==> src/rtl/frame_config_pkg.sv <==
// rtl/frame_config_pkg.sv - shared constants, header field positions and FSM state type
package frame_config_pkg;

    localparam logic [31:0] SYNC_WORD     = 32'hFAB0_FAB1;
    localparam logic [7:0]  DESYNC_COL    = 8'hFF;
    localparam int          HDR_FIELD_W   = 8;
    localparam int          HDR_COL_LSB   = 24;
    localparam int          HDR_FRAME_LSB = 16;

    typedef enum logic [1:0] {
        IDLE,
        HEADER,
        DATA
    } state_t;

endpackage

==> src/rtl/frame_data_shifter.sv <==
// rtl/frame_data_shifter.sv - row-indexed frame register with top-row-first word counter
module frame_data_shifter #(
    parameter int NUMBER_OF_ROWS = 16
) (
    input  logic                         clk_i,
    input  logic                         reset_n_i,
    input  logic                         load_i,
    input  logic                         clear_i,
    input  logic [31:0]                  word_i,
    output logic                         last_word_o,
    output logic [32*NUMBER_OF_ROWS-1:0] frame_data_o
);
    import frame_config_pkg::*;

    localparam int CNT_W = (NUMBER_OF_ROWS > 1) ? $clog2(NUMBER_OF_ROWS) : 1;
    localparam logic [CNT_W-1:0] LAST_CNT = CNT_W'(NUMBER_OF_ROWS - 1);

    logic [NUMBER_OF_ROWS-1:0][31:0] rows_q, rows_d;
    logic [CNT_W-1:0]                cnt_q, cnt_d;
    logic [CNT_W-1:0]                row_idx;

    assign row_idx      = LAST_CNT - cnt_q;
    assign last_word_o  = load_i && (cnt_q == LAST_CNT);
    assign frame_data_o = rows_q;

    always_comb begin
        rows_d = rows_q;
        cnt_d  = cnt_q;
        if (clear_i) begin
            cnt_d = '0;
        end else if (load_i) begin
            rows_d[row_idx] = word_i;
            cnt_d = (cnt_q == LAST_CNT) ? '0 : cnt_q + CNT_W'(1);
        end
    end

    always_ff @(posedge clk_i or negedge reset_n_i) begin
        if (!reset_n_i) begin
            rows_q <= '0;
            cnt_q  <= '0;
        end else begin
            rows_q <= rows_d;
            cnt_q  <= cnt_d;
        end
    end

endmodule

==> src/rtl/frame_config_fsm.sv <==
// rtl/frame_config_fsm.sv - config word stream to fabric frame writes; FRAME_ERR_CNT_EN adds a dropped-frame counter
module frame_config_fsm
    import frame_config_pkg::*;
#(
    parameter int NUMBER_OF_ROWS     = 16,
    parameter int NUMBER_OF_COLS     = 16,
    parameter int MAX_FRAMES_PER_COL = 20
) (
    input  logic                          clk_i,
    input  logic                          reset_n_i,
    input  logic [31:0]                   write_data_i,
    input  logic                          word_write_strobe_i,
    output logic [32*NUMBER_OF_ROWS-1:0]  frame_data_o,
    output logic [NUMBER_OF_COLS-1:0]     frame_select_o,
    output logic [MAX_FRAMES_PER_COL-1:0] frame_strobe_o,
    output logic                          config_active_o,
`ifdef FRAME_ERR_CNT_EN
    output logic [7:0]                    frame_err_cnt_o,
`endif
    output logic                          frame_err_o
);

    state_t                        state_q, state_d;
    logic [HDR_FIELD_W-1:0]        col_q, col_d;
    logic [HDR_FIELD_W-1:0]        frame_q, frame_d;
    logic                          drop_q, drop_d;
    logic                          active_q, active_d;
    logic                          err_q, err_d;
    logic [NUMBER_OF_COLS-1:0]     sel_q, sel_d;
    logic [MAX_FRAMES_PER_COL-1:0] strb_q, strb_d;
    logic                          load, clear, last_word;
    logic [HDR_FIELD_W-1:0]        hdr_col, hdr_frame;
    logic                          hdr_in_range;
`ifdef FRAME_ERR_CNT_EN
    logic [7:0]                    err_cnt_q, err_cnt_d;
    assign frame_err_cnt_o = err_cnt_q;
`endif

    assign hdr_col         = write_data_i[HDR_COL_LSB +: HDR_FIELD_W];
    assign hdr_frame       = write_data_i[HDR_FRAME_LSB +: HDR_FIELD_W];
    assign hdr_in_range    = (int'(hdr_col) < NUMBER_OF_COLS) && (int'(hdr_frame) < MAX_FRAMES_PER_COL);
    assign frame_select_o  = sel_q;
    assign frame_strobe_o  = strb_q;
    assign config_active_o = active_q;
    assign frame_err_o     = err_q;

    frame_data_shifter #(
        .NUMBER_OF_ROWS(NUMBER_OF_ROWS)
    ) u_shifter (
        .clk_i       (clk_i),
        .reset_n_i   (reset_n_i),
        .load_i      (load),
        .clear_i     (clear),
        .word_i      (write_data_i),
        .last_word_o (last_word),
        .frame_data_o(frame_data_o)
    );

    always_comb begin
        state_d  = state_q;
        col_d    = col_q;
        frame_d  = frame_q;
        drop_d   = drop_q;
        active_d = active_q;
        err_d    = err_q;
        sel_d    = '0;
        strb_d   = '0;
        load     = 1'b0;
        clear    = 1'b0;
`ifdef FRAME_ERR_CNT_EN
        err_cnt_d = err_cnt_q;
`endif
        case (state_q)
            IDLE: begin
                if (word_write_strobe_i && write_data_i == SYNC_WORD) begin
                    state_d  = HEADER;
                    active_d = 1'b1;
                    err_d    = 1'b0;
                end
            end
            HEADER: begin
                if (word_write_strobe_i) begin
                    if (hdr_col == DESYNC_COL) begin
                        state_d  = IDLE;
                        active_d = 1'b0;
                    end else if (write_data_i != SYNC_WORD) begin
                        col_d   = hdr_col;
                        frame_d = hdr_frame;
                        drop_d  = !hdr_in_range;
                        clear   = 1'b1;
                        state_d = DATA;
                        if (!hdr_in_range) begin
                            err_d = 1'b1;
                        end
                    end
                end
            end
            DATA: begin
                if (word_write_strobe_i) begin
                    load = 1'b1;
                    if (last_word) begin
                        state_d = HEADER;
                        // Dropped frames still consume every row word, but never strobe.
                        if (!drop_q) begin
                            for (int c = 0; c < NUMBER_OF_COLS; c++) begin
                                sel_d[c] = (col_q == HDR_FIELD_W'(c));
                            end
                            for (int f = 0; f < MAX_FRAMES_PER_COL; f++) begin
                                strb_d[f] = (frame_q == HDR_FIELD_W'(f));
                            end
                        end
`ifdef FRAME_ERR_CNT_EN
                        else if (err_cnt_q != 8'hFF) begin
                            err_cnt_d = err_cnt_q + 8'd1;
                        end
`endif
                    end
                end
            end
            default: state_d = IDLE;
        endcase
    end

    always_ff @(posedge clk_i or negedge reset_n_i) begin
        if (!reset_n_i) begin
            state_q  <= IDLE;
            col_q    <= '0;
            frame_q  <= '0;
            drop_q   <= 1'b0;
            active_q <= 1'b0;
            err_q    <= 1'b0;
            sel_q    <= '0;
            strb_q   <= '0;
`ifdef FRAME_ERR_CNT_EN
            err_cnt_q <= '0;
`endif
        end else begin
            state_q  <= state_d;
            col_q    <= col_d;
            frame_q  <= frame_d;
            drop_q   <= drop_d;
            active_q <= active_d;
            err_q    <= err_d;
            sel_q    <= sel_d;
            strb_q   <= strb_d;
`ifdef FRAME_ERR_CNT_EN
            err_cnt_q <= err_cnt_d;
`endif
        end
    end

endmodule

==> config.mk <==
export PLATFORM = sky130hd
export DESIGN_NAME = frame_config_fsm
export DESIGN_NICKNAME = d
export VERILOG_FILES = /design/src/rtl/frame_config_pkg.sv /design/src/rtl/frame_data_shifter.sv /design/src/rtl/frame_config_fsm.sv
export SDC_FILE = /design/constraint.sdc
export NUM_CORES = 1
export LEC_CHECK = 0
export ABC_AREA = 1
export CAP_MARGIN = 10
export CORE_AREA = 3 3 225 227
export CTS_CLUSTER_DIAMETER = 50
export CTS_CLUSTER_SIZE = 28
export DETAILED_ROUTE_END_ITERATION = 6
export DIE_AREA = 0 0 228 230
export GPL_TIMING_DRIVEN = 0
export PLACE_DENSITY = 0.72
export SKIP_CTS_REPAIR_TIMING = 1
export SYNTH_ARGS = -nofsm -noshare
export SYNTH_HDL_FRONTEND = slang
export SYNTH_SLANG_ARGS = --single-unit
==> constraint.sdc <==
create_clock -name clk_i -period 2.38 [get_ports clk_i]
set_input_delay 0.476 -clock clk_i [delete_from_list [all_inputs] [get_ports clk_i]]
set_output_delay 0.476 -clock clk_i [all_outputs]
set_load 0.02 [all_outputs]
[Word level (Yosys, flattened, before mapping)]
Index checks and enable logic that the tools add are counted.
Widths: inputs -> output; s select.
Word-level totals
  bits of input ports: 35
  register bits after elaboration: 573
  output and inout bits: 550
Cells by class
  order comparisons: 4
  reduce and logical (&&, ||, !) cells: 15
  eq/ne operators: 49
  muxes and demuxes: 37
  add/sub/neg operators: 2
  bitwise logic cells: 2
Operators by type and width (number)
  $bwmux 512: 1
  $demux 32 s4: 1
  $eq 8x4->1 const B: 16
  $mux 20: 4
  $eq 8x3->1 const B: 8
  $mux 16: 4
  $eq 32x32->1 const B: 1
  $eq 8x2->1 const B: 4
  $eq 8x5->1 const B: 4
  $mux 32: 1
  $ne 32x32->1 const B: 1
  $eq 8x1->1 const B: 2
  $logic_not 8->1: 2
  $lt 8x5->1 const B: 2
  $ne 2x2->1 const B: 8
  $mux 1: 14
  $mux 2: 6
  $mux 4: 3
  $eq 8x8->1 const B: 1
  $reduce_and 4->1: 2
  $pmux 2 s3: 1
  $reduce_and 6->1: 1
  $lt 4x5->1 const B: 1
  $reduce_and 5->1: 1
  other kinds (14): 20

[Logic depth before layout (Yosys ltp)]
Gate-level depths: netlist of run 1.
  depth in word-level cells: 7
  mapped depth: 11
  depth with buffers taken out: 11

[Modules after synthesis]
A second synthesis of run 1 with hierarchy kept.
Second synthesis, totals
  cells, all modules: 2321
  area, all modules: 21506.9 um2
Modules (own cells, without submodules)
  frame_data_shifter: cells each 2063, area each 19158.4 um2, instances 1, sequential area each 12912.4 um2
  frame_config_fsm: cells each 258, area each 2348.5 um2, instances 1, sequential area each 1426.4 um2

[Worst setup path before layout of run 1]
Ideal clock, no wire load.
  kind: reg-to-reg
  start: reg u_shifter.cnt_q[0]
  end: reg u_shifter.rows_q, in the netlist u_shifter.frame_data_o[375]
  stages on the path, launching flop included: 8
  period minus slack after synthesis: 1.713 ns
  slack: 0.667 ns
  data arrival time: 1.636 ns
  data required time: 2.302 ns
  setup time: 0.078 ns
  cell sequence: dfrtp_1 -> inv_1 -> ha_1 -> inv_1 -> nor3_2 -> clkbuf_1 -> nor2_1 -> a21oi_1
On the way
  word-level cells in the longest chain between the ends: 6
  elaborated cells between the ends (all ways): 7
RTL lines
  start: declaration: line frame_data_shifter.sv:19  | logic [CNT_W-1:0] cnt_q, cnt_d;
  start signal: assignment: line frame_data_shifter.sv:43  | cnt_q <= cnt_d;
  $sub 4x4->4 *: line frame_data_shifter.sv:22  | assign row_idx = LAST_CNT - cnt_q;
  $lt 4x5->1 (implied by the code) or $ge 4x1->1 (tied branches): line frame_data_shifter.sv:32  | rows_d[row_idx] = word_i;
  $logic_and 1x1->1 (implied by the code): line frame_data_shifter.sv:32
  $mux 32 (implied by the code): line frame_data_shifter.sv:32
  $demux 32 s4 *
  $bwmux 512 *: line frame_data_shifter.sv:32
  end signal: assignment: line frame_data_shifter.sv:42  | rows_q <= rows_d;
  end: declaration: line frame_data_shifter.sv:18  | logic [NUMBER_OF_ROWS-1:0][31:0] rows_q, rows_d;
Every way passes the cells marked *; elsewhere a longest branch is shown, timed or not.
A chain may end at the register's enable or synchronous reset.

[Worst setup path in the final report of run 1]
  start: reg state_q[0]
  end: reg u_shifter.rows_q, in the netlist u_shifter.frame_data_o[115]
On the way
  word-level cells in the longest chain between the ends: 4
  elaborated cells between the ends (all ways): 6
RTL lines
  start: declaration: line frame_config_fsm.sv:23  | state_t state_q, state_d;
  start signal: assignment: line frame_config_fsm.sv:138  | state_q <= state_d;
  $eq 2x1->1: line frame_config_fsm.sv:73  | case (state_q)
  $mux 1: line frame_config_fsm.sv:73
  $not 1->1 (no source line)
  $reduce_and 2->1 (no source line) *
Marked as above.

==> results of run 1 <==
layer usage:
layer	part of all wire, %	routed length (microns)
met3	9.9	7510
met4	4.0	2990
met2	48	36500
met1	38	28600
met5	0	0
cells in the final DEF (no fill, tap or decap), types with 4 or more instances in the layout:
cell type          n
bufinv_16          6
buf_2             65
nor2_1           510
dfrtp_1          573
ha_1               4
o21ai_0           82
inv_1             49
a21oi_1          450
nor3_4            12
clkbuf_2           8
nor4_1             4
clkbuf_16         49
nand4_1            4
clkinv_2           8
nand3_1           25
clkbuf_1          61
inv_6              4
clkinv_1           9
nand2_1          136
buf_16             5
clkinv_8           4
clkdlybuf4s50_1  583
metrics by stage:
step                      power [mW]  instance area, sq um  cells  TNS [ns]  hold WS [ns]
after floorplan                 11.1                 20700   2008         0         0.180
after global placement          11.9                 27400   3256         -         0.455
after detailed placement        12.0                 27500   3261   -161.66         0.399
after CTS                       20.6                 29300   3348     -8.16        -0.233
after global routing            21.1                 29400   3350    -0.746         0.399
final                           20.5                 29400   3351         0         0.397
flip-flops by register name, indices dropped and copies added (netlist names):
register / flops
col_q: 8
config_active_o: 1
drop_q: 1
frame_err_o: 1
frame_q: 8
frame_select_o: 16
frame_strobe_o: 20
state_q: 2
u_shifter.cnt_q: 4
u_shifter.frame_data_o: 512
kinds of logic after synthesis:
logic type               Yosys count  share of synthesized area [%]
AND/OR/NAND/NOR                  701                           13.7
adder cells (fa/ha/maj)            4                          0.241
AO/OA/AOI/OAI                    536                           13.0
buffers and inverters            194                           3.92
flip-flops                       573                           69.2
power groups by stage:
stage          combinational, mW  sequential [mW]  clock, mW
2_1_floorplan              0.542             10.5          0
3_3_place_gp                1.57             10.4          0
3_5_place_dp                1.64             10.4          0
4_1_cts                     1.65             10.2       8.77
5_1_grt                     1.80             10.2       9.14
6_report                    1.65             10.2       8.63
how the worst max path moves through the flow:
| stage | end | from | cells past startpoint |
|---|---|---|---|
| after floorplan | u_shifter.frame_data_o[375]$_DFFE_PN0P_ | u_shifter.cnt_q[0]$_DFFE_PN0P_ | 7 |
| after global placement | u_shifter.frame_data_o[215]$_DFFE_PN0P_ | reset_n_i | 1 |
| after detailed placement | col_q[6]$_DFFE_PN0P_ | write_data_i[8] | 10 |
| after CTS | u_shifter.frame_data_o[463]$_DFFE_PN0P_ | u_shifter.cnt_q[1]$_DFFE_PN0P_ | 6 |
| after global routing | u_shifter.frame_data_o[111]$_DFFE_PN0P_ | state_q[0]$_DFFE_PN0P_ | 7 |
| final | u_shifter.frame_data_o[115]$_DFFE_PN0P_ | state_q[0]$_DFFE_PN0P_ | 6 |
final cells by class:
type | count | area share [%]
clock inverter | 33 | 1.65
tap | 664 | 2.83
clock buffer | 54 | 4.27
antenna | 2 | 0.0170
multi-input combinational | 1241 | 19.1
sequential | 573 | 48.8
inverter | 61 | 0.780
buffer | 133 | 2.05
timing repair buffer | 590 | 20.4
==> flow_metrics.env, run 1 <==
export IMPL_rows=81
export IMPL_crit_fanout=10
export IMPL_yosysTopAreaCellShare_pct=69.2
export IMPL_max_freq_mhz=433
export IMPL_die_w_microns=228
export IMPL_fp_coreArea_sq_um=48800
export IMPL_grt_use_met1_pct=34.9
export IMPL_end_kind="register"
export IMPL_syn_to_final_growth_pct=41.7
export IMPL_clk_path_buf_depth=3
export IMPL_setup_ws_ns=0.0684
export IMPL_cpMaxStageDelayCell="nor3_4"
export IMPL_grt_pass1_vias=17717
export IMPL_start_kind="register"
export IMPL_seqPwrFrac_pct=49.8
export IMPL_crit_type="register to register"
export IMPL_synth_edf_count=0
export IMPL_min_period_ns=2.31
export IMPL_net_switching_power_mw=5.30
export IMPL_synth_commonest_cells="573 x dfrtp_1, 510 x nor2_1, 450 x a21oi_1, 137 x nand2_1, 82 x o21ai_0"
export IMPL_yosys_warnings=0
export IMPL_final_max_slew_viol_count=0
export IMPL_dr_pass1_iters=7
export IMPL_synth_distinct_cells=23
export IMPL_fin_crit_sh_pct=97.1
export IMPL_synthTopCellsByArea="dfrtp_1 69%, a21oi_1 11%, nor2_1 9.2%"
export IMPL_postSynth_asyncResetShare_pct=100
export IMPL_die_area_sq_um=52400
export IMPL_fin_nets=2687
export IMPL_multi_input_area_sq_um=5620
export IMPL_seq_area_sq_um=14300
export IMPL_pre_cts_ws_ns=-0.639
export IMPL_ir_drop_mv=0.640
export IMPL_path_buf_inv=3
export IMPL_fin_util_pct=60.1
export IMPL_antenna_found_initial=2
export IMPL_grt_use_total_pct=28.3
export IMPL_status="finished, final reports clean"
export IMPL_io_buffer_count=584
export IMPL_p_comb_share_pct=8.0
export IMPL_cts_tree="done"
export IMPL_grt_pass1_wl_microns=113000
export IMPL_critPathMaxStageDelay_ns=0.60
export IMPL_wire_per_inst_microns=22.6
export IMPL_max_cap_viol_count=0
export IMPL_path_delay_family="buffers and inverters"
export IMPL_num_vias=17806
export IMPL_vias_per_cell=5.31
export IMPL_h_tree_depth=2
export IMPL_wl_microns=75600
export IMPL_die_height_microns=230
export IMPL_start_util_pct=42.4
export IMPL_hpwl_microns=56000
export IMPL_fillCellCount=4077
export IMPL_synth_fp_nets=2047
export IMPL_cts_root_buf="clkbuf_16"
export IMPL_r2r_end="u_shifter.frame_data_o[115]$_DFFE_PN0P_"
export IMPL_io_pin_count=585
export IMPL_drive_above_1_share_pct=6.96
export IMPL_syn_inst=2008
export IMPL_min_path_type="input pin to async pin"
export IMPL_gr_usage_met3_pct=9.42
export IMPL_avgSynthCellArea_sq_um=10.3
export IMPL_crit_required_ns=2.80
export IMPL_clkTransAtPathRegs_ns=0.08
export IMPL_internal_power_mw=15.2
export IMPL_grt_overflow=0
export IMPL_rsz0062_at_grt="true"
export IMPL_p_leak_nw=13.8
export IMPL_synth_top_area_cell="dfrtp_1"
export IMPL_synth_main_ff_cell="dfrtp_1"
export IMPL_ys_ff_latch=573
export IMPL_cts_sinks=573
export IMPL_ant_nets=0
export IMPL_drc=0
export IMPL_yosysSeqAreaShare_pct=69.2
export IMPL_clkPwrFrac_pct=42.2
export IMPL_maxSlewHeadroom_pct=28.9
export IMPL_switching_share_pct=25.9
export IMPL_fin_worst_skew_ns=0.0406
export IMPL_reg2reg_from="state_q[0]$_DFFE_PN0P_"
export IMPL_yosysMostFrequentCell="dfrtp_1"
export IMPL_reg2reg_slack_ns=0.07
export IMPL_finalHoldViolations=0
export IMPL_worstMarginPinSlew_ns=1.07
export IMPL_worstSkewPairLatency_ns=0.62
export IMPL_path_cells="inv_2 > nand3_4 > buf_2 > nor3_4 > clkbuf_4 > a21oi_1"
export IMPL_finalSetupViolCount=0
export IMPL_drt_initial_drc_count=1593
export IMPL_grt_max_degree=127
export IMPL_gp_congestion=0.935
export IMPL_met2_usage_pct=46.5
export IMPL_crit_arrival_ns=2.74
export IMPL_syn_cell_area_sq_um=20700
export IMPL_reg2reg_depth=6
export IMPL_cts_buffers_inserted=48
export IMPL_power_density_nw_per_um2=697
export IMPL_top_usage_layer="met2"
No activity file was read; power rests on OpenSTA's default activity.
==> inputs of run 2 (changes only) <==
--- a/config.mk
+++ b/config.mk
@@ -14,6 +14,7 @@
 export DIE_AREA = 0 0 228 230
 export GPL_TIMING_DRIVEN = 0
 export PLACE_DENSITY = 0.72
+export SETUP_SLACK_MARGIN = 0.2
 export SKIP_CTS_REPAIR_TIMING = 1
 export SYNTH_ARGS = -nofsm -noshare
 export SYNTH_HDL_FRONTEND = slang
==> run 2 against run 1 <==
Cell count grew 0.69%. Setup slack gained 0.17 ns. Combinational power is essentially flat. Design area grew 1.3%. Highest routed layer unchanged. Largest power group unchanged. Fmax grew 8.1%. Critical path type is now register to primary output. Utilization grew 0.76 points. Critical endpoint is now frame_data_o[147]. Global-route usage is the same. Clock skew grew 0.0029 ns. Worst hold slack gained 0.078 ns. Count of clock-buffer cells in the layout is the same. Flip-flop and latch count is the same. Routed wire length grew 0.53%.
==> flow_metrics.env, run 2 (synthesis gave the netlist of run 1 again) <==
export IMPL_power_density_nw_per_um2=689
export IMPL_postLayoutCellArea_sq_um=29700
export IMPL_finalSetupViolCount=0
export IMPL_grt_max_degree=127
export IMPL_min_path_type="input pin to async pin"
export IMPL_grt_overflow=0
export IMPL_fillCellCount=4037
export IMPL_die_area_sq_um=52400
export IMPL_place_area_sq_um=27500
export IMPL_fin_util_pct=60.9
export IMPL_worstMarginPinSlew_ns=1.10
export IMPL_layout_common_cells="573 x dfrtp_1, 570 x clkdlybuf4s50_1, 507 x nor2_1, 450 x a21oi_1, 134 x nand2_1"
export IMPL_path_delay_family="buffers and inverters"
export IMPL_num_vias=17901
export IMPL_dr_pass1_iters=5
export IMPL_drc=0
export IMPL_grt_use_total_pct=28.3
export IMPL_multi_input_area_sq_um=5640
export IMPL_status="finished, final reports clean"
export IMPL_cts_root_buf="clkbuf_16"
export IMPL_end_kind="primary output"
export IMPL_cts_sinks=573
export IMPL_wire_per_inst_microns=22.5
export IMPL_cpMaxStageDelayCell="clkdlybuf4s50_1"
export IMPL_setup_tns_ns=0
export IMPL_met2_usage_pct=46.5
export IMPL_io_pin_count=585
export IMPL_worst_hold_slack_ns=0.475
export IMPL_worstSkewPairLatency_ns=0.62
export IMPL_ir_drop_mv=0.642
export IMPL_final_common_cell="dfrtp_1"
export IMPL_die_height_microns=230
export IMPL_crit_arrival_ns=1.66
export IMPL_final_max_slew_viol_count=0
export IMPL_antenna_found_initial=2
export IMPL_largest_reg_flops=512
export IMPL_syn_to_final_growth_pct=43.5
export IMPL_fin_worst_skew_ns=0.0435
export IMPL_p_leak_nw=14.2
export IMPL_grt_pass1_vias=17717
export IMPL_fp_coreArea_sq_um=48800
export IMPL_cts_buffers_inserted=48
export IMPL_seq_area_sq_um=14300
export IMPL_io_buffer_count=584
export IMPL_vias_per_cell=5.31
export IMPL_finalHoldViolations=0
export IMPL_path_buf_inv=1
export IMPL_start_kind="register"
export IMPL_top_usage_layer="met2"
export IMPL_max_cap_viol_count=0
export IMPL_min_period_ns=2.14
export IMPL_start_util_pct=42.4
export IMPL_setup_ws_ns=0.242
export IMPL_h_tree_depth=2
export IMPL_rows=81
export IMPL_max_freq_mhz=468
export IMPL_cts_tree="done"
export IMPL_crit_required_ns=1.90
export IMPL_crit_type="register to primary output"
export IMPL_grt_use_met1_pct=34.9
export IMPL_gr_usage_met3_pct=9.42
export IMPL_crit_fanout=2
export IMPL_gp_congestion=0.935
export IMPL_critPathMaxStageDelay_ns=0.70
export IMPL_die_w_microns=228
export IMPL_ant_nets=0
export IMPL_clk_path_buf_depth=3
export IMPL_drt_initial_drc_count=1610
export IMPL_wl_microns=76000
export IMPL_path_cells="clkdlybuf4s50_1"
export IMPL_drive_above_1_share_pct=8.27
export IMPL_fin_crit_sh_pct=89.8
export IMPL_rsz0062_at_grt="true"
export IMPL_grt_pass1_wl_microns=113000
export IMPL_fin_nets=2710
export IMPL_clkTransAtPathRegs_ns=0.07
export IMPL_pre_cts_ws_ns=-0.639
export IMPL_hpwl_microns=56000
export IMPL_maxSlewHeadroom_pct=26.4
run 2: per-stage QoR:
stage / power, mW / instances
final: 20.5 / 3374
after floorplan: 11.1 / 2008
after detailed placement: 12.0 / 3261
after global placement: 11.9 / 3256
after CTS: 20.6 / 3348
after global routing: 21.2 / 3373
run 2: layout make-up:
| type | instances | share of cell area [%] |
|---|---|---|
| Clock inverter | 33 | 1.63 |
| Clock buffer | 54 | 4.22 |
| Buffer | 133 | 2.04 |
| Tap cell | 664 | 2.79 |
| Sequential cell | 573 | 48.2 |
| Inverter | 61 | 0.808 |
| Multi-Input combinational cell | 1241 | 19.0 |
| Antenna cell | 2 | 0.0168 |
| Timing Repair Buffer | 613 | 21.3 |
run 2: report_power, final:
group          internal [mW]  switching, mW
Combinational          0.553           1.11
Clock                   4.64           4.00
Sequential              9.98          0.201
Total                   15.2           5.31
run 2: routing by layer:
layer  routed length [microns]  up-vias  part of all wire [%]
li1                          -     7903                     -
met1                     28800     8964                    38
met2                     36600      873                    48
met3                      7360      161                   9.7
met4                      3150        0                   4.1
met5                         0        -                     0
run 2: path summary, 6_finish.rpt:
check                                                        startpoint                                      end  slack [ns]  cells past startpoint
worst max-delay path            u_shifter.frame_data_o[147]$_DFFE_PN0P_                        frame_data_o[147]        0.24                      1
worst min-delay path                                          reset_n_i   u_shifter.frame_data_o[18]$_DFFE_PN0P_        0.47                      3
worst max register to register                   state_q[0]$_DFFE_PN0P_  u_shifter.frame_data_o[115]$_DFFE_PN0P_        0.32                      7
worst min register to register  u_shifter.frame_data_o[397]$_DFFE_PN0P_  u_shifter.frame_data_o[397]$_DFFE_PN0P_        0.49                      2
max in group asynchronous                                     reset_n_i   u_shifter.frame_data_o[64]$_DFFE_PN0P_        0.51                      5
min in group clk_i              u_shifter.frame_data_o[397]$_DFFE_PN0P_  u_shifter.frame_data_o[397]$_DFFE_PN0P_        0.49                      2
==> inputs of run 3 (changes only) <==
--- a/config.mk
+++ b/config.mk
@@ -5,15 +5,14 @@
 export SDC_FILE = /design/constraint.sdc
 export NUM_CORES = 1
 export LEC_CHECK = 0
-export ABC_AREA = 1
 export CAP_MARGIN = 10
-export CORE_AREA = 3 3 225 227
+export CORE_AREA = 2 2 229 231
 export CTS_CLUSTER_DIAMETER = 50
 export CTS_CLUSTER_SIZE = 28
 export DETAILED_ROUTE_END_ITERATION = 6
-export DIE_AREA = 0 0 228 230
+export DIE_AREA = 0 0 231 233
 export GPL_TIMING_DRIVEN = 0
-export PLACE_DENSITY = 0.72
+export PLACE_DENSITY = 0.71
 export SETUP_SLACK_MARGIN = 0.2
 export SKIP_CTS_REPAIR_TIMING = 1
 export SYNTH_ARGS = -nofsm -noshare
==> run 3 against run 2 <==
Die area rose by 2.6%. Sequential power increased by 50%. Register-to-register slack worse by 0.11 ns. Routed wire length is 9.5% lower. Count of clock-buffer cells in the layout is 4 higher. Highest routed layer is now met5. Global-route usage shrank 2.9 points. Critical path type is now register to register. Clock skew is 0.016 ns lower. Fmax fell by 1.6%. Critical path depth grew 5. Combinational power rose to 11 times the previous value.
==> flow_metrics.env, run 3 <==
export IMPL_status="finished, final reports clean"
export IMPL_power_density_nw_per_um2=1370
export IMPL_gp_congestion=0.804
export IMPL_min_period_ns=2.17
export IMPL_rsz0062_at_grt="true"
export IMPL_critPathMostFrequentCell="nand2_1"
export IMPL_max_freq_mhz=460
export IMPL_setup_tns_ns=0
export IMPL_pre_cts_ws_ns=-0.890
export IMPL_p_comb_share_pct=42.0
export IMPL_synth_fp_nets=1449
export IMPL_synth_commonest_cells="573 x dfrtp_1, 456 x mux2_2, 119 x nand2_1, 45 x clkbuf_1, 40 x buf_2"
export IMPL_start_util_pct=42.4
export IMPL_max_cap_viol_count=0
export IMPL_synth_distinct_cells=46
export IMPL_yosysSeqAreaShare_pct=66.2
export IMPL_min_path_type="input pin to register"
export IMPL_syn_to_final_growth_pct=40.6
export IMPL_crit_fanout=10
export IMPL_fp_coreArea_sq_um=51100
export IMPL_vias_per_cell=5.07
export IMPL_die_w_microns=231
export IMPL_path_buf_inv=1
export IMPL_seqPwrFrac_pct=36.6
export IMPL_critical_path_startpoint="u_shifter.cnt_q[0]$_DFFE_PN0P_"
export IMPL_ys_ff_latch=573
export IMPL_crit_type="register to register"
export IMPL_yosys_warnings=0
export IMPL_io_buffer_count=574
export IMPL_top_usage_layer="met2"
export IMPL_grt_pass1_vias=14939
export IMPL_reg2reg_from="u_shifter.cnt_q[0]$_DFFE_PN0P_"
export IMPL_finalSetupViolCount=0
export IMPL_cpMaxStageDelayCell="nor2_2"
export IMPL_synth_edf_count=0
export IMPL_maxSlewHeadroom_pct=44.9
export IMPL_num_vias=14047
export IMPL_grt_use_met1_pct=31.9
export IMPL_antenna_found_initial=1
export IMPL_synthTopCellsByArea="dfrtp_1 66%, mux2_2 24%, nand2_1 2.1%"
export IMPL_io_pin_count=585
export IMPL_yosys_mux_area_fraction_pct=25.7
export IMPL_synthSimpleGateAreaFrac_pct=4.44
export IMPL_synth_adder_area_share_pct=0.231
export IMPL_largest_reg_flops=512
export IMPL_cts_buffers_inserted=52
export IMPL_drt_initial_drc_count=702
export IMPL_clkTransAtPathRegs_ns=0.08
export IMPL_wire_per_inst_microns=24.8
export IMPL_reg2reg_slack_ns=0.21
export IMPL_die_height_microns=233
export IMPL_worstMarginPinSlew_ns=0.827
export IMPL_total_power_mw=41.8
export IMPL_finalHoldViolations=0
export IMPL_h_tree_depth=2
export IMPL_gr_usage_met3_pct=7.81
export IMPL_grt_pass1_wl_microns=100000
export IMPL_ir_drop_mv=1.06
export IMPL_met2_usage_pct=41.3
export IMPL_synth_xor_area_share_pct=0.0404
export IMPL_hpwl_microns=49300
export IMPL_cts_root_buf="clkbuf_16"
export IMPL_synth_top_family_by_area="multiplexers"
export IMPL_die_area_sq_um=53800
export IMPL_critPathMaxStageDelay_ns=0.56
export IMPL_worstHoldStart="write_data_i[29]"
export IMPL_fillCellCount=4041
export IMPL_dr_pass1_iters=5
export IMPL_cts_sinks=573
export IMPL_crit_required_ns=2.93
export IMPL_avgSynthCellArea_sq_um=15.4
export IMPL_synth_main_ff_cell="dfrtp_1"
export IMPL_synth_top_area_cell="dfrtp_1"
export IMPL_final_max_slew_viol_count=0
export IMPL_switching_share_pct=35.7
export IMPL_worstSkewPairLatency_ns=0.61
export IMPL_wl_microns=68700
export IMPL_path_cells="ha_2 > nand3_1 > nor2_2 > clkbuf_1 > nand2_1 > nand2_1"
export IMPL_grt_max_degree=118
export IMPL_layout_common_cells="573 x dfrtp_1, 538 x clkdlybuf4s50_1, 456 x mux2_2, 112 x nand2_1, 53 x clkbuf_16"
export IMPL_p_leak_nw=14.4
export IMPL_clkPwrFrac_pct=21.4
export IMPL_crit_arrival_ns=2.72
export IMPL_start_kind="register"
export IMPL_syn_inst=1410
export IMPL_end_kind="register"
export IMPL_clk_path_buf_depth=3
export IMPL_net_switching_power_mw=14.9
export IMPL_grt_overflow=0
export IMPL_drc=0
export IMPL_synth_compound_area_share_pct=0.756
export IMPL_fin_crit_sh_pct=91.3
export IMPL_diodes=0
export IMPL_multi_input_area_sq_um=6820
export IMPL_final_common_cell="dfrtp_1"
export IMPL_setup_ws_ns=0.208
export IMPL_drive_above_1_share_pct=31.3
export IMPL_fin_worst_skew_ns=0.0270
export IMPL_fin_util_pct=59.6
export IMPL_fin_nets=2085
export IMPL_syn_cell_area_sq_um=21700
export IMPL_seq_area_sq_um=14300
export IMPL_internal_power_mw=26.9
export IMPL_grt_use_total_pct=25.4
export IMPL_cts_tree="done"
export IMPL_yosysTopAreaCellShare_pct=66.2
export IMPL_yosysMostFrequentCell="dfrtp_1"
export IMPL_rows=83
export IMPL_postSynth_asyncResetShare_pct=100
export IMPL_ant_nets=0
export IMPL_path_delay_family="simple AND/OR/NAND/NOR gates"
-- run 3: cell count changes after synthesis, sizes merged, moves of 9 or more --
cell    previous run  this run
o21ai             84         5
clkinv             9         0
buf               68        58
mux2               0       491
inv               52         4
nand2            137       120
nand3             26        10
nor2             514        31
a21oi            450         1
clkbuf            65        48
-- run 3: final timing paths --
check	to	cells after the start
min in group asynchronous	u_shifter.frame_data_o[414]$_DFFE_PN0P_	3
setup reg to reg	u_shifter.frame_data_o[2]$_DFFE_PN0P_	6
max in group asynchronous	u_shifter.frame_data_o[175]$_DFFE_PN0P_	5
hold / removal	u_shifter.frame_data_o[349]$_DFFE_PN0P_	2
hold reg to reg	u_shifter.frame_data_o[22]$_DFFE_PN0P_	2
setup / recovery	u_shifter.frame_data_o[2]$_DFFE_PN0P_	6
-- run 3: through the flow --
step,cells,cell area (sq um),hold WS (ns)
6_report,2770,30500,0.201
5_1_grt,2770,30500,0.189
4_1_cts,2767,30300,-0.249
3_5_place_dp,2669,28400,0.401
3_3_place_gp,2664,28300,0.464
2_1_floorplan,1410,21700,0.180
-- run 3: per-layer routing --
metal  vias to the layer above  part of all wire, %
met5                         -                0.019
met2                       498                   48
met4                         2                  3.7
li1                       6165                    -
met3                       125                  7.5
met1                      7257                   41
-- run 3: final cells by class --
class                   instances  area share (%)
clock inverters                40            1.55
well taps                     680            2.79
plain buffers                 106            1.93
flip-flops and latches        573            47.0
inverters                       4          0.0493
multi-input cells             727            22.4
clock buffers                  58            4.51
repair buffers                582            19.8
-- run 3: cell families after synthesis --
| logic type | count (synthesis) |
|---|---|
| compound gates | 19 |
| xor+xnor | 1 |
| fa+ha+maj | 4 |
| buf+inv | 110 |
| flops | 573 |
| mux | 491 |
| simple gates | 212 |
-- run 3: power groups by stage --
stage / registers [mW] / logic, mW / clock network [mW]
global route: 15.7 / 18.3 / 9.51
detailed placement: 15.4 / 17.6 / 0
finish: 15.3 / 17.6 / 8.94
floorplan: 19.6 / 3.85 / 0
global placement: 15.3 / 17.5 / 0
CTS: 15.3 / 17.7 / 9.14
==> patch: new RTL, config.mk and constraints of run 3 <==
Build with the macro `FRAME_ERR_CNT_EN` defined.
--- a/src/rtl/frame_config_fsm.sv
+++ b/src/rtl/frame_config_fsm.sv
@@ -1,4 +1,6 @@
 // rtl/frame_config_fsm.sv - config word stream to fabric frame writes; FRAME_ERR_CNT_EN adds a dropped-frame counter
+`define FRAME_ERR_CNT_EN
+
 module frame_config_fsm
     import frame_config_pkg::*;
 #(
New outputs: frame_err_cnt_o. Function: not settled (the Yosys comparison gave no result); the edit may change what the design does.
==> patch against run 3 <==
  * Setup slack lost 0.017 ns
  * Routed wire length up 0.58%
  * Die area unchanged
  * Power fell by 9.0%
  * Area after synthesis grew 0.66%
  * Clock power decreased by 1%
  * Sequential share of layout area rose by 0.069 points
  * Global-route usage is 0.11 points higher
  * The flow now finishes with violations (hold timing)
  * Combinational power decreased by 17%
  * Sequential cell count is 8 higher
  * Final area increased by 1.3%
==> patch: results (changes against run 3) <==
status - complete, but fails checks (was finished clean)
failing checks - hold timing
Reg power frac - 38.3% (was 36.6%)
RR Startpoint - state_q[0] (was u_shifter.cnt_q[0])
multi-input logic area - 6990 sq um (was 6820 sq um)
CP startpoint - write_data_i[3] (was u_shifter.cnt_q[0])
fraction of area in registers - 47.1% (was 47.0%)
largest net degree at the start of global routing - 130 (was 118)
Fin. Hold Viols - 60 (was 0)
placed cell area - 28600 sq um (was 28400 sq um)
post-synthesis average cell area - 15.2 sq um (was 15.4 sq um)
Synth Area in XOR/XNOR - 0.321% (was 0.0404%)
multi-input logic cell count - 747 (was 727)
Fillers - 4037 (was 4041)
via count of the first global-routing pass - 15203 (was 14939)
static leakage - 14.8 nW (was 14.4 nW)
seq_cells - 581 (was 573)
CTS Buf Count - 53 (was 52)
Clock Power Share - 23.2% (was 21.4%)
DP Wirelength - 49800 microns (was 49300 microns)
DRT iter0 DRCs - 804 (was 702)
final net count - 2129 (was 2085)
Non-clock buffers, area share - 21.5% (was 21.7%)
proportion of layout cells with a drive suffix above 1 - 32.8% (was 31.3%)
clock network share of area - 5.88% (was 6.06%)
Place WS - -1.24 ns (was -0.890 ns)
crit-path max FO - 8 (was 10)
worst slew pin tran - 0.906 ns (was 0.827 ns)
Via Count - 14460 (was 14047)
WP data arrival - 2.68 ns (was 2.72 ns)
minimum clock period - 2.19 ns (was 2.17 ns)
WL final - 69100 microns (was 68700 microns)
largest cells by area after synthesis - dfrtp_1, mux2_2, nand2_1 (unchanged)
post-synthesis compound-gate area fraction - 0.562% (was 0.756%)
seq pwr - 14.5 mW (was 15.3 mW)
Logic inverters - 5 (was 4)
switching pwr - 13.1 mW (was 14.9 mW)
Syn Nets - 1479 (was 1449)
Hold Slack - -0.0261 ns (was 0.201 ns)
distinct cell type count after synthesis - 43 (was 46)
Port Buffers - 584 (was 574)
Clock buffer cells - 62 (was 58)
Synth Area in Adders - 0.287% (was 0.231%)
first-pass GRT wire length - 101000 microns (was 100000 microns)
GRT Total Usage - 25.5% (was 25.4%)
Max VDD drop - 777 uV (was 1060 uV)
sequential element share of the synthesized area - 66.6% (was 66.2%)
post-synthesis mux area share - 25.5% (was 25.7%)
-- patch: final timing paths --
path / cells after the start / endpoint / slack (ns)
max: 7 / drop_q / 0.19
min: 1 / u_shifter.frame_data_o[44] / -0.03
max reg2reg: 5 / u_shifter.frame_data_o[174] / 0.19
min reg2reg: 2 / u_shifter.frame_data_o[11] / 0.48
max in group asynchronous: 3 / u_shifter.frame_data_o[377] / 0.77
min in group clk_i: 2 / u_shifter.frame_data_o[296] / 0.21
-- patch: per-layer routing --
| layer | routed length, microns | GRT usage, % | vias up |
|---|---|---|---|
| met5 | 0 | 0 | - |
| met4 | 2540 | 8.91 | 0 |
| met3 | 4700 | 7.22 | 122 |
| met2 | 34400 | 43.1 | 457 |
| met1 | 27500 | 31.5 | 7600 |
| li1 | - | - | 6281 |
-- patch: worst max-delay path, stage by stage --
cell      delay, ns
clkbuf_2       0.23
nand4b_1       0.41
nor4_4         0.39
or4b_4         0.57
and2_4         0.19
buf_6          0.13
mux2_4         0.28
